[config.mk]
export PLATFORM = sky130hd
export DESIGN_NAME = instr_prefetch_unit
export DESIGN_NICKNAME = d
export VERILOG_FILES = /design/src/rtl/instr_prefetch_unit_pkg.sv /design/src/rtl/prefetch_fifo.sv /design/src/rtl/instr_prefetch_unit.sv
export SDC_FILE = /design/constraint.sdc
export NUM_CORES = 1
export LEC_CHECK = 0
export CORE_MARGIN = 2
export CORE_UTILIZATION = 45
export CTS_CLUSTER_SIZE = 20
export DETAILED_ROUTE_END_ITERATION = 8
export DONT_BUFFER_PORTS = 1
export PLACE_DENSITY_LB_ADDON = 0.15
export REMOVE_ABC_BUFFERS = 1
export SLEW_MARGIN = 20
export SYNTH_ARGS = -nofsm -noshare
export SYNTH_HDL_FRONTEND = slang
export SYNTH_SLANG_ARGS = --single-unit
[constraint.sdc]
create_clock -name clk -period 5.2 [get_ports clk]
set_input_delay 1.04 -clock clk [delete_from_list [all_inputs] [get_ports clk]]
set_output_delay 1.04 -clock clk [all_outputs]
set_load 0.005 [all_outputs]
[src/rtl/instr_prefetch_unit_pkg.sv]
// Shared types and default widths for the instruction prefetcher.
package instr_prefetch_unit_pkg;

    localparam int unsigned DEFAULT_PC_W    = 32;
    localparam int unsigned DEFAULT_INSTR_W = 32;
    localparam int unsigned DEFAULT_DEPTH   = 4;

    typedef struct packed {
        logic [DEFAULT_PC_W-1:0]    pc;
        logic [DEFAULT_INSTR_W-1:0] instr;
    } prefetch_entry_t;

endpackage

[src/rtl/prefetch_fifo.sv]
// In-order DEPTH-entry queue of prefetched {pc, instr} entries; head is read from registered storage.
module prefetch_fifo
    import instr_prefetch_unit_pkg::*;
#(
    parameter int unsigned DEPTH   = DEFAULT_DEPTH,
    parameter type         entry_t = prefetch_entry_t
) (
    input  logic                       clk,
    input  logic                       reset,
    input  logic                       flush,
    input  logic                       push,
    input  entry_t                     push_data,
    input  logic                       pop,
    output entry_t                     head,
    output logic [$clog2(DEPTH+1)-1:0] count
);

    localparam int unsigned CNT_W = $clog2(DEPTH + 1);
    localparam int unsigned PTR_W = $clog2(DEPTH);

    entry_t           mem_q [DEPTH];
    logic [PTR_W-1:0] wr_ptr_q, rd_ptr_q;
    logic [CNT_W-1:0] count_q;
    logic             do_push, do_pop;

    assign do_pop  = pop & (count_q != '0);
    // A pop in the same cycle frees the slot the push needs.
    assign do_push = push & ((count_q != CNT_W'(DEPTH)) | do_pop);

    always_ff @(posedge clk or negedge reset) begin
        if (!reset) begin
            wr_ptr_q <= '0;
            rd_ptr_q <= '0;
            count_q  <= '0;
            for (int i = 0; i < int'(DEPTH); i++) begin
                mem_q[i] <= '0;
            end
        end else if (flush) begin
            wr_ptr_q <= '0;
            rd_ptr_q <= '0;
            count_q  <= '0;
        end else begin
            if (do_push) begin
                mem_q[wr_ptr_q] <= push_data;
                wr_ptr_q        <= wr_ptr_q + 1'b1;
            end
            if (do_pop) begin
                rd_ptr_q <= rd_ptr_q + 1'b1;
            end
            count_q <= count_q + CNT_W'(do_push) - CNT_W'(do_pop);
        end
    end

    assign head  = mem_q[rd_ptr_q];
    assign count = count_q;

endmodule

[src/rtl/instr_prefetch_unit.sv]
// Instruction prefetcher: issues reads ahead of fetch, queues returned words with their PC,
// and on a taken-branch redirect flushes the queue and discards responses from the old path.
module instr_prefetch_unit
    import instr_prefetch_unit_pkg::*;
#(
    parameter int unsigned PC_W    = DEFAULT_PC_W,
    parameter int unsigned INSTR_W = DEFAULT_INSTR_W,
    parameter int unsigned DEPTH   = DEFAULT_DEPTH
) (
    input  logic               clk,
    input  logic               reset,
    input  logic               redirect_i,
    input  logic [PC_W-1:0]    redirect_pc_i,
    output logic               imem_req_o,
    output logic [PC_W-1:0]    imem_addr_o,
    input  logic               imem_ready_i,
    input  logic               imem_rvalid_i,
    input  logic [INSTR_W-1:0] imem_rdata_i,
    output logic               valid_o,
    output logic [INSTR_W-1:0] instr_o,
    output logic [PC_W-1:0]    pc_o,
    input  logic               ready_i
);

    localparam int unsigned CNT_W = $clog2(DEPTH + 1);

    typedef struct packed {
        logic [PC_W-1:0]    pc;
        logic [INSTR_W-1:0] instr;
    } entry_t;

    logic [PC_W-1:0]  fpc_q, fpc_d;
    logic [PC_W-1:0]  rpc_q, rpc_d;
    logic [CNT_W-1:0] out_cnt_q, out_cnt_d;
    logic [CNT_W-1:0] drop_cnt_q, drop_cnt_d;
    logic [CNT_W-1:0] fifo_count;
    logic [CNT_W:0]   inflight;
    logic             accept, rsp, discard, push, pop;
    entry_t           push_data, head;

    // Every outstanding request owns a queue slot, so a response can always be pushed.
    assign inflight    = {1'b0, fifo_count} + {1'b0, out_cnt_q};
    assign imem_req_o  = reset & ~redirect_i & (inflight < (CNT_W + 1)'(DEPTH));
    assign imem_addr_o = fpc_q;
    assign accept      = imem_req_o & imem_ready_i;

    // Responses with nothing outstanding are protocol violations and are ignored.
    assign rsp     = imem_rvalid_i & (out_cnt_q != '0);
    assign discard = rsp & (redirect_i | (drop_cnt_q != '0));
    assign push    = rsp & ~discard;

    assign push_data = '{pc: rpc_q, instr: imem_rdata_i};

    assign valid_o = (fifo_count != '0) & ~redirect_i;
    assign pop     = valid_o & ready_i;
    assign instr_o = head.instr;
    assign pc_o    = head.pc;

    always_comb begin
        fpc_d      = fpc_q;
        rpc_d      = rpc_q;
        drop_cnt_d = drop_cnt_q;
        out_cnt_d  = out_cnt_q + CNT_W'(accept) - CNT_W'(rsp);
        if (redirect_i) begin
            fpc_d      = redirect_pc_i;
            rpc_d      = redirect_pc_i;
            drop_cnt_d = out_cnt_q - CNT_W'(rsp);
        end else begin
            if (accept) begin
                fpc_d = fpc_q + 1'b1;
            end
            if (push) begin
                rpc_d = rpc_q + 1'b1;
            end
            if (rsp && drop_cnt_q != '0) begin
                drop_cnt_d = drop_cnt_q - 1'b1;
            end
        end
    end

    always_ff @(posedge clk or negedge reset) begin
        if (!reset) begin
            fpc_q      <= '0;
            rpc_q      <= '0;
            out_cnt_q  <= '0;
            drop_cnt_q <= '0;
        end else begin
            fpc_q      <= fpc_d;
            rpc_q      <= rpc_d;
            out_cnt_q  <= out_cnt_d;
            drop_cnt_q <= drop_cnt_d;
        end
    end

    prefetch_fifo #(
        .DEPTH   (DEPTH),
        .entry_t (entry_t)
    ) u_fifo (
        .clk       (clk),
        .reset     (reset),
        .flush     (redirect_i),
        .push      (push),
        .push_data (push_data),
        .pop       (pop),
        .head      (head),
        .count     (fifo_count)
    );

endmodule
Yosys cells after proc, flatten, opt, wreduce, memory -nomap -nowiden
Index checks and enable logic that the tools add are counted.

Register bits after elaboration: 333. Output and inout bits: 98. Logic and storage cells: 75.

$add $sub $neg: 11. Order comparisons: 4. Equal/unequal tests: 1. Multiplexer cells: 17. Bitwise gates (word level): 16. Reductions and logical operators: 11.

Operators with widths (count): $bwmux 256 (1); $mux 64 (3); $bmux 64 s2 (1); $demux 64 s2 (1); $mux 32 (4); $add 32x1->32 const B (2); $and 1x1->1 (10); $reduce_bool 2->1 (5); $mux 3 (3); $reduce_bool 3->1 (3); $sub 3x1->3 (3); $mux 2 (4); $add 3x1->3 (2); $ge 3x3->1 const B (2); $not 2->3 (2); $add 2x1->2 const B (2); $add 3x3->4 (1); $lt 4x3->1 const B (1); $lt 3x1->1 const B (1); $ne 3x3->1 const B (1); $sub 3x1->3 const B (1); $logic_and 1x1->1 (2); $not 1->1 (2); $or 1x1->1 (2); $reduce_and 2->1 (1).

Depth between registers and ports, before layout
Word-level depth: 9. Mapped depth: 10. Gate-level depth less buffers: 10.

Cells and area by module
From an unflattened synthesis, not the netlist that was laid out.

Cell total of the unflattened synthesis: 1085. Area total of the unflattened synthesis: 16340.7 um^2.

By module, submodules not included: prefetch_fifo (times used 1, cells each 661, area an instance 12206.7 um^2, seq. area each 6581.3 um^2); instr_prefetch_unit (times used 1, cells each 424, area an instance 4134.0 um^2, seq. area each 1751.7 um^2).

Worst setup path after synthesis
OpenSTA, ideal clock, no wires.

Path type: input -> output. From: input port redirect_i. To: output port valid_o. Arrival time: 1.941 ns. Required time: 4.160 ns. Path slack: 2.219 ns. Cell stages on the path: 4. Path buffers: 3. Cells stage by stage: clkbuf_1 > buf_1 > clkbuf_1 > nor2_1.

Longest elaborated chain between the ends: 2.

Ends and longest elaborated chain: start: declaration (line instr_prefetch_unit.sv:12) `input logic redirect_i,`; $not 1->1 (no line); $and 1x1->1 (line instr_prefetch_unit.sv:54) `assign valid_o = (fifo_count != '0) & ~redirect_i;`; end: declaration (line instr_prefetch_unit.sv:19) `output logic valid_o,`.

Every way passes these cells.

Worst setup path in the final report
From: input port reset. To: output port imem_req_o.

Longest elaborated chain between the ends: 2.

Ends and longest elaborated chain: start: declaration (line instr_prefetch_unit.sv:11) `input logic reset,`; $and 1x1->1 (2 in a row) (line instr_prefetch_unit.sv:43) `assign imem_req_o = reset & ~redirect_i & (inflight < (CNT_W + 1)'(DEPTH));`; end: declaration (line instr_prefetch_unit.sv:14) `output logic imem_req_o,`.

Every way passes these cells.

==> impl_metrics.json <==
{
  "status": "finished, final reports clean",
  "worstReg2RegEnd": "u_fifo.mem_q[90]$_DFFE_PN0P_",
  "finalCritPeriodShare": 0.692,
  "drtPass1Iterations": 5,
  "relSlewSlack": 0.222,
  "syn_area_per_cell_um2": 13.9,
  "numCtsBuffers": 38,
  "initial_utilization": 0.453,
  "num_vias": 9194,
  "crit_fanout": 334,
  "rrSetupSlack_ns": 1.90,
  "max_freq_mhz": 278,
  "finClkSkew_ns": 0.0110,
  "reg2reg_from": "drop_cnt_q[0]$_DFFE_PN0P_",
  "clkLatencyLatePin_ns": 0.52,
  "yosysTopAreaCell": "dfrtp_1",
  "dpl.cell_count": 1508,
  "cap_violations": 0,
  "ys_top_cells_by_area": "dfrtp_1 54%, mux2_2 20%, mux4_2 9.3%, xnor2_1 1.9%, ha_1 1.3%",
  "die_y_um": 190,
  "drt-met1-wl_um": 16100,
  "crit_family": "simple AND/OR/NAND/NOR gates",
  "wl_um": 36500,
  "slowest_stage": "nand2_1",
  "highest_layer": "met4",
  "crit_buf_inv": 0,
  "antenna_found_initial": 2,
  "required_ns": 4.16,
  "finalMaxSlewViolations": 0,
  "reg2reg_depth": 7,
  "path_cells": "nor3b_1 > nand2_1 > nor3_1",
  "clkSinkCount": 333,
  "tightest_slew_ns": 1.17,
  "yosys_register_bits": 333,
  "clkSlewWorstSetupHoldPaths_ns": 0.06,
  "cts_resized": 0,
  "ios": 168,
  "grt_pass1_vias": 9613,
  "row_count": 68,
  "die_w_um": 190,
  "synth.top_cell.area_share": 0.536,
  "core_mm2": 0.0343,
  "fin_tns_setup_ns": 0,
  "dp.final_hpwl_um": 22400,
  "yosysSeqAreaShare": 0.536,
  "portBuffers": 0,
  "max_stage_delay_ns": 0.38,
  "final_nets": 1181,
  "ys_async_sr_fraction": 1.00,
  "cts-root-buf": "clkbuf_16",
  "place_congestion": 0.768,
  "holdCritPathClass": "in2async",
  "peakVddDrop_v": 0.000254,
  "ant_nets": 0,
  "syn_to_final_growth_pct": 10.8,
  "yosysUniqueCellTypes": 50,
  "wl_met2_um": 17100,
  "stdcell_count": 1578,
  "post-route-min-period_ns": 3.60,
  "grt_max_degree": 335,
  "drc": 0,
  "holdWs_ns": 0.222,
  "postSynthCellCount": 1120,
  "cts_tree": "done",
  "avgViaCountPerCell": 5.83,
  "criticalPathCategory": "in2out",
  "fp.dieArea_mm2": 0.0361,
  "cp.arrival_ns": 2.56,
  "grt_pass1_wl_um": 57500,
  "syn_area_mm2": 0.0155,
  "ctsHtreeMaxLevel": 2,
  "drive_above_1_share": 0.372,
  "synth-edff-count": 0,
  "routedWlPerCell_um": 23.1,
  "cp-end-kind": "primary output",
  "grtUsageTotal": 0.207,
  "rsz0062_at_grt": "false",
  "start_kind": "primary input",
  "post-cts-setup-buffers": 0,
  "yosys_warnings": 0,
  "synth_ff_type": "dfrtp_1",
  "dr_wl_met3_um": 2470,
  "power.leakage_uw": 0.00771,
  "final_hold_viol_count": 0,
  "holdBufCountCts": 0,
  "power-per-cell-area_mw_per_mm2": 439,
  "power_uw": 7560,
  "final_core_util": 0.502,
  "first_iter_violations": 589,
  "ctsLongestPathBuffers": 3,
  "grt_overflow_total": 0,
  "setup_viol": 0
}
[per-stage QoR]
step	setup slack (ns)	instance area [µm²]
4_1_cts	1.80	17200
3_3_place_gp	1.71	15900
3_5_place_dp	1.61	15900
5_1_grt	1.63	17200
2_1_floorplan	0.899	15200
6_report	1.60	17200
[registers in the layout (all words and copies together), names as in the netlist]
signal,count
u_fifo.wr_ptr_q,2
out_cnt_q,3
u_fifo.rd_ptr_q,2
u_fifo.count,3
u_fifo.mem_q,256
rpc_q,32
imem_addr_o,32
drop_cnt_q,3
[final cells by class]
| type | count | area (µm²) |
|---|---|---|
| Inverter | 22 | 82.6 |
| Clock buffer | 55 | 1120 |
| Antenna cell | 4 | 10.0 |
| Clock inverter | 11 | 188 |
| Sequential cell | 333 | 8340 |
| Fill cell | 3003 | 17100 |
| Tap cell | 455 | 569 |
| Multi-Input combinational cell | 691 | 6850 |
| Timing Repair Buffer | 7 | 65.1 |
[layout by cell type (no fill, tap or decap), drive strengths merged, types with 7 or more instances in the layout]
cell and n:
or3 8, nor2 29, nand3 30, and3 9, ha 16, a21oi 10
nand2 51, mux2 272, inv 23, xor2 18, mux4 64, nand4 30
dfrtp 333, nor4 14, xnor2 33, nor3 18, clkbuf 55, a31oi 7
o21ai 24, buf 7
[routing by layer]
layer	GRT usage	up-vias
met5	0	-
met4	0.0552	0
met3	0.0535	49
met2	0.331	252
met1	0.283	4831
li1	-	4062
[power by group]
part	switching (µW)	internal, µW	leakage [µW]
clock	1040	1740	0.000643
combinational	635	824	0.00270
sequential	333	2990	0.00437
total	2010	5550	0.00771
[cells by family after synthesis]
kind of cell | synth area share
mux | 0.293
flops | 0.536
simple gates | 0.0752
compound gates | 0.0256
xor+xnor | 0.0287
buf+inv | 0.0261
fa+ha+maj | 0.0155
[how the worst max path moves through the flow]
stage | startpoint | endpoint | slack (ns) | cells past startpoint
floorplan | u_fifo.rd_ptr_q[0]$_DFFE_PN0P_ | instr_o[0] | 0.90 | 1
global placement | imem_rvalid_i | u_fifo.mem_q[69]$_DFFE_PN0P_ | 1.71 | 5
detailed placement | imem_rvalid_i | u_fifo.mem_q[69]$_DFFE_PN0P_ | 1.61 | 5
CTS | u_fifo.rd_ptr_q[0]$_DFFE_PN0P_ | pc_o[1] | 1.80 | 2
global route | drop_cnt_q[0]$_DFFE_PN0P_ | u_fifo.mem_q[117]$_DFFE_PN0P_ | 1.63 | 7
finish | reset | imem_req_o | 1.60 | 3
[Yosys cell counts (6+ instances only)]
master and instances:
and3_1 9, xor2_1 18, dfrtp_1 333, buf_1 6, xnor2_1 33, or3_1 8, a31oi_1 7, nand3_1 30
o21ai_0 24, mux4_2 64, nor3_1 16, a21oi_1 10, clkbuf_1 32, inv_1 22, nand4_1 30, buf_2 35
nor4_1 12, nor2_1 28, ha_1 16, mux2_2 272, nand2_1 51
(Power assumes the default switching activity.)
==> edit: new RTL, same settings <==
Change the package constant `DEFAULT_INSTR_W` from 32 to 48.
--- a/src/rtl/instr_prefetch_unit_pkg.sv
+++ b/src/rtl/instr_prefetch_unit_pkg.sv
@@ -4,3 +4,3 @@
     localparam int unsigned DEFAULT_PC_W    = 32;
-    localparam int unsigned DEFAULT_INSTR_W = 32;
+    localparam int unsigned DEFAULT_INSTR_W = 48;
     localparam int unsigned DEFAULT_DEPTH   = 4;
Ports: changed (resized imem_rdata_i and instr_o); port bits go from 168 to 200. No check against the original RTL was run, so the function may have changed too.
==> edit against the unedited design <==
Register-to-register slack better by 0.13 ns; via count up 14%; critical endpoint is now pc_o[29]; design area up 17%; setup slack better by 0.12 ns; routed wire length up 15%; synthesized area up 18%; sequential cell count up 64; power up 15%.
==> edit: results (changes against the unedited design) <==
- Run status: finished clean (unchanged)
* Main area contributors after synthesis: dfrtp_1 54%, mux2_2 20%, mux4_2 9.8% (was dfrtp_1 54%, mux2_2 20%, mux4_2 9.3%)
- Max VDD drop: 0.0002576 V (was 0.0002543 V)
* Parity-gate share of the synthesized area counting xor and xnor cells: 0.02235 (was 0.02873)
* Compound-gate portion of the synthesized area: 0.02323 (was 0.02559)
- Routed WL: 41.83 mm (was 36.46 mm)
- Seq/Total Area, Yosys: 0.5394 (was 0.5360)
- The final net count came to 1,347 (was 1,181).
* Met3 track utilization from global routing: 0.04399 (was 0.05350)
- The final weighted congestion in routability-driven placement was 0.7961 (was 0.7675).
* Layout Skew: 0.009581 ns (was 0.01104 ns)
- The data arrival time at the worst-slack endpoint came to 2.43 ns (was 2.56 ns).
* Commonest cells in the synthesized netlist: 397 x dfrtp_1, 334 x mux2_2, 80 x mux4_2 (was 333 x dfrtp_1, 272 x mux2_2, 64 x mux4_2)
- The first-pass GRT wire length was 65.69 mm (was 57.51 mm).
- Number of buffers added by the clock tree synthesis step: 45 (was 38)
* Met2 wire length: 20.22 mm (was 17.13 mm)
- Metal-1 WL: 18.22 mm (was 16.12 mm)
- The violation count after the first detailed-route iteration was 580 (was 589).
- The mux cell area share after synthesis came to 0.3053 (was 0.2930).
* Total placed instance area: 18,700 sq um (was 15,900 sq um)
* Met1 track demand over resource: 0.2736 (was 0.2833)
* CP Max Fanout: 45 (was 334)
- The total vias in the final route came to 10,450 (was 9,194).
- Number of global-route vias before repair: 11,080 (was 9,613)
* Leakage: 9.177 nW (was 7.711 nW)
edit: final timing paths:
kind                       slack, ns  depth (start not counted)                from                 to
max                             1.73                          2  u_fifo.rd_ptr_q[1]           pc_o[29]
min                             0.17                          0               reset  u_fifo.mem_q[243]
max reg2reg                     2.03                         11        out_cnt_q[2]       out_cnt_q[2]
min reg2reg                     0.48                          2   u_fifo.mem_q[221]  u_fifo.mem_q[221]
max in group asynchronous       4.19                          0               reset  u_fifo.mem_q[138]
min in group clk                0.48                          2   u_fifo.mem_q[221]  u_fifo.mem_q[221]
edit: power breakdown:
group	internal, mW	switching [mW]
Sequential	3.57	0.347
Clock	1.82	1.24
Combinational	0.973	0.761
edit: cell type report:
class | count | area [sq um] | area share
repair buffers | 14 | 130.1 | 0.006468
clock buffers | 72 | 1350 | 0.06710
multi-input cells | 767 | 7895 | 0.3924
clock inverters | 7 | 66.31 | 0.003296
inverters | 18 | 67.56 | 0.003358
flip-flops and latches | 397 | 9942 | 0.4942
well taps | 532 | 665.6 | 0.03308
diodes | 1 | 2.502 | 0.0001244
edit: cells by family after synthesis:
family                     count (synthesis)
and+or+nand+nor                          214
DFF                                      397
xor gates and xnor gates                  47
AOI/OAI and AO/OA                         68
muxes                                    420
adders and majority gates                 18
buffers and inverters                     97
edit: worst max-delay path, stage by stage (launching register included):
cell     delay (ns)
dfrtp_4        0.97
buf_4          0.46
mux4_2         0.43
edit: metrics by stage:
step	hold WS [ns]	power, mW	cells	utilization	setup WS (ns)
2_1_floorplan	0.4446	5.283	1182	-	0.3070
3_3_place_gp	0.4577	5.703	1728	0.4601	1.677
3_5_place_dp	0.4731	5.754	1728	0.4601	1.532
4_1_cts	0.1327	8.865	1807	0.4949	1.650
5_1_grt	0.1325	9.171	1808	0.4950	1.624
6_report	0.1741	8.706	1808	0.4950	1.726
